## config.mk

```make
export PLATFORM = sky130hd
export DESIGN_NAME = fetch_skid_reg
export DESIGN_NICKNAME = d
export VERILOG_FILES = /design/src/rtl/fetch_skid_reg.sv
export SDC_FILE = /design/constraint.sdc
export NUM_CORES = 1
export LEC_CHECK = 0
export ABC_AREA = 0
export CAP_MARGIN = 20
export CORE_MARGIN = 2
export CORE_UTILIZATION = 50
export DETAILED_ROUTE_END_ITERATION = 10
export GPL_TIMING_DRIVEN = 0
export HOLD_SLACK_MARGIN = 0.02
export PLACE_DENSITY = 0.88
export SLEW_MARGIN = 20
export SYNTH_ARGS = -nofsm -noshare
export SYNTH_HDL_FRONTEND = slang
export SYNTH_SLANG_ARGS = --single-unit
```

## constraint.sdc

```tcl
create_clock -name clk -period 1.8 [get_ports clk]
set_input_delay 0.27 -clock clk [delete_from_list [all_inputs] [get_ports clk]]
set_output_delay 0.27 -clock clk [all_outputs]
set_load 0.01 [all_outputs]
```

## src/rtl/fetch_skid_reg.sv

```systemverilog
// Fetch-to-decode pipeline register with a 2-entry skid buffer and branch flush.
// in_ready and every output come straight from flops; decode sees a NOP bubble whenever main is empty.
module fetch_skid_reg #(
  parameter int                 INSTR_W   = 18,
  parameter int                 ADDR_W    = 10,
  parameter logic [INSTR_W-1:0] NOP_INSTR = '0
) (
  input  logic               clk,
  input  logic               rst_n,
  input  logic               in_valid,
  output logic               in_ready,
  input  logic [INSTR_W-1:0] in_instr,
  input  logic [ADDR_W-1:0]  in_addr,
  input  logic               flush,
  output logic               out_valid,
  input  logic               out_ready,
  output logic [INSTR_W-1:0] out_instr,
  output logic [ADDR_W-1:0]  out_addr,
  output logic [1:0]         count
);
  typedef struct packed {
    logic [INSTR_W-1:0] instr;
    logic [ADDR_W-1:0]  addr;
  } pl_t;

  localparam pl_t BUBBLE = '{instr: NOP_INSTR, addr: '0};

  pl_t        main_q, main_n, skid_q, skid_n, in_pl;
  logic       main_vld, main_vld_n, skid_vld, skid_vld_n;
  logic [1:0] cnt_q;
  logic       accept, drain;

  assign in_pl  = '{instr: in_instr, addr: in_addr};
  assign accept = in_valid & ~skid_vld;
  assign drain  = main_vld & out_ready;

  always_comb begin
    main_n     = main_q;
    main_vld_n = main_vld;
    skid_n     = skid_q;
    skid_vld_n = skid_vld;
    if (flush) begin
      main_vld_n = 1'b0;
      skid_vld_n = 1'b0;
    end else if (!main_vld) begin
      main_vld_n = accept;
      main_n     = in_pl;
    end else if (drain) begin
      // skid full implies in_ready was low, so no accept competes here
      if (skid_vld) begin
        main_n     = skid_q;
        skid_vld_n = 1'b0;
      end else begin
        main_vld_n = accept;
        main_n     = in_pl;
      end
    end else if (accept) begin
      skid_n     = in_pl;
      skid_vld_n = 1'b1;
    end
    if (!main_vld_n) main_n = BUBBLE;
    if (!skid_vld_n) skid_n = BUBBLE;
  end

  always_ff @(posedge clk or negedge rst_n) begin
    if (!rst_n) begin
      main_q   <= BUBBLE;
      skid_q   <= BUBBLE;
      main_vld <= 1'b0;
      skid_vld <= 1'b0;
      cnt_q    <= 2'd0;
    end else begin
      main_q   <= main_n;
      skid_q   <= skid_n;
      main_vld <= main_vld_n;
      skid_vld <= skid_vld_n;
      cnt_q    <= {1'b0, main_vld_n} + {1'b0, skid_vld_n};
    end
  end

  assign in_ready  = ~skid_vld;
  assign out_valid = main_vld;
  assign out_instr = main_q.instr;
  assign out_addr  = main_q.addr;
  assign count     = cnt_q;
endmodule

```

==> key figures <==
Outcome
  • Status: finished, final reports clean

Placed design
  • RD Place Congestion: 0.7923
  • Pre-CTS setup slack: -0.1975 ns
  • Port Buf Inserts: 64
  • DPL Wire Length: 4.327 mm
  • DP Area: 3510 sq um

Die
  • Die height: 78.59 um
  • Cell Rows: 27
  • IO Count: 65
  • Initial Util: 0.5114
  • Die width: 78.59 um
  • Core Region: 5439 sq um
  • Die area: 6176 sq um

Global route
  • First-pass GRT wire length: 10.90 mm
  • Largest net degree at the start of global routing: 61
  • Vias in the first global route: 2344
  • GR Overflow Total: 0
  • Total Routing Usage GR: 0.2291
  • Initial antenna violation count: 0

Min path
  • Hold Path Depth: 3
  • Min-delay src: in_instr[0]
  • Hold WC Path Type: in2reg
  • Destination of the worst hold path: skid_q[10]

Power
  • Worst VDD drop: 513.9 uV
  • Pwr dens: 895.3 nW/um^2
  • Final Power: 0.003371 W
  • Leak pwr: 1.814 nW

Layout
  • Area grow syn2layout: 35.36%
  • Area taken by flip-flops and latches: 1501 sq um
  • Fin area: 3765 sq um
  • Layout cells sized above 1: 0.1652
  • Nets: 374
  • Filler instances: 406
  • Multi-input logic area: 1114 sq um
  • # diodes: 0

Routing
  • Post-route DRC: 0
  • Routed Antenna Nets: 0
  • Starting DRC count in detailed routing: 84
  • Final wirelength: 6.413 mm
  • Per-cell routed wire length: 15.38 um
  • Top sig layer: met4
  • DRT met1 WL: 2.730 mm
  • Routed vias/inst: 5.365
  • Metal3 WL: 267 um
  • Detailed-route via count: 2237
  • Met2 Wirelength: 3.300 mm
  • DR pass1 iterations: 4

STA
  • Unrepaired setup endpoints after global routing: false
  • Finish-stage setup viols: 0
  • Worst Slack Setup Final: 0.06514 ns
  • FMAX: 576.4 MHz
  • Worst Tran Pin Value: 0.7396 ns
  • Hold Vio Cnt, Final: 0
  • Post-Route Skew: 0.005373 ns
  • Fin crit period: 1.735 ns
  • Period utilization: 0.9638
  • Max Transition Viols Final: 0
  • Relative slew slack: 0.5069

Clocking
  • H-tree levels: 3
  • Cts bufs inserted: 9
  • Clock tree buffer depth: 2
  • Clock sink total: 60
  • Clock Latency Late Sink: 0.34 ns
  • Root Driver: clkbuf_8
  • CTS clk-pin slew, worst paths: 0.07 ns
  • CTS tree: built

Critical path
  • CP Launch Type: flip-flop
  • Critical Setup Path Class: reg2out
  • Worst reg-to-reg path cell count: 7
  • Critical path origin: skid_vld
  • Reg2Reg Capture Point: count[0]
  • Worst Setup End Kind: primary output
  • Crit-path max FO: 7
  • R2R Path Start: out_valid
  • Worst EP arrival: 1.46 ns
  • CP Data Required Time: 1.53 ns
  • FF-to-FF setup slack: 0.10 ns

Yosys
  • Synth warn: 0
  • Mapped cell area: 2781 sq um
  • Post-Synthesis Cells: 263
  • Sequential share of the synthesized area: 0.5398
  • Yosys top cell area share: 0.5398
  • Synth area leaders: dfrtp_1 (54%), mux2i_1 (10%), nand2_1 (7.6%), a211oi_1 (5.1%), a211oi_2 (4.0%)
  • Synth Register Bits: 60
  • Mean Syn Cell Area: 10.58 sq um
  • Post-synth top area cell: dfrtp_1
  • Yosys cell types: 22
  • Post-synth net total: 297

Job
  • Max-Cap Viols: 0
## worst max path at each step
stage / endpoint / slack [ns] / cells after the start
3_3_place_gp: out_addr[0] / -1.38 / 1
3_5_place_dp: count[0] / -0.20 / 7
5_1_grt: count[0] / 0.02 / 7
6_report: in_ready / 0.07 / 3
2_1_floorplan: count[0] / 0.21 / 7
4_1_cts: count[0] / 0.04 / 7
## synth_stat cells
| cell type | n |
|---|---|
| ha_1 | 1 |
| buf_8 | 2 |
| buf_4 | 7 |
| dfrtp_1 | 60 |
| nand2_4 | 1 |
| buf_2 | 7 |
| nand2b_1 | 2 |
| a21oi_2 | 9 |
| nor3b_2 | 1 |
| a211o_1 | 1 |
| nor2_1 | 28 |
| a31oi_1 | 1 |
| inv_1 | 4 |
| a211oi_2 | 9 |
| nand3b_2 | 1 |
| mux2i_1 | 28 |
| clkbuf_1 | 3 |
| nand2_1 | 56 |
| a21oi_1 | 20 |
| buf_6 | 2 |
| a211oi_1 | 19 |
| and3b_1 | 1 |
## critical path: stages, from the launching register on
cell and delay (ns):
dfrtp_1 0.35, buf_2 0.16, inv_1 0.08, clkdlybuf4s50_1 0.53
## sequential cells by signal (all words and copies together), names as in the netlist
signal     count
skid_q        28
out_instr     18
out_addr      10
count          2
out_valid      1
skid_vld       1
## layout by cell type (no fill, tap or decap), drive strengths merged, types with 4 or more instances in the layout
cell type	synthesis	routed
a211oi	28	28
clkbuf	3	16
mux2i	28	28
inv	4	4
nor2	28	28
nand2	57	57
a21oi	29	29
buf	18	19
dfrtp	60	60
clkdlybuf4s50	0	63
## stage by stage
step,hold WS [ns],TNS (ns),utilization,cells
6_report,0.5137,0,0.6922,417
5_1_grt,0.5204,0,0.6922,417
4_1_cts,0.4988,0,0.6904,416
3_5_place_dp,0.3888,-0.2895,0.6453,399
3_3_place_gp,0.5087,-82.71,0.6457,399
2_1_floorplan,-0.02559,0,-,263
## area by class of cell
| cell class | count | share of cell area |
|---|---|---|
| well taps | 72 | 0.02393 |
| plain buffers | 21 | 0.04088 |
| clock buffers | 12 | 0.04387 |
| clock inverters | 4 | 0.01861 |
| repair buffers | 66 | 0.1741 |
| multi-input cells | 178 | 0.2958 |
| flip-flops and latches | 60 | 0.3988 |
| inverters | 4 | 0.003988 |
## power by group
group	internal (W)	switching [W]	total, W
Combinational	0.000255	0.000262	0.000517
Sequential	0.00141	0.0000310	0.00144
Clock	0.000888	0.000526	0.00141
## logic make-up after synthesis
kind of cell,after synthesis,share of synthesized area
mux,28,0.1008
buf+inv,25,0.05983
fa+ha+maj,1,0.004498
compound gates,59,0.1615
flops,60,0.5398
simple gates,90,0.1336
## what timing repair did
action / in CTS / in global routing
endpoints found under the setup margin: 0 / 1
setup buffers: 0 / 1
hold endpoints to repair: 20 / 0
hold buffers: 1 / 0
gates resized for setup: 0 / 1
## per-layer routing
layer / vias up / track usage
li1: 1049 / -
met1: 1114 / 0.2731
met2: 60 / 0.3906
met3: 14 / 0.07011
met4: 0 / 0.08246
met5: - / 0
Power figures use the tool's default switching activity.
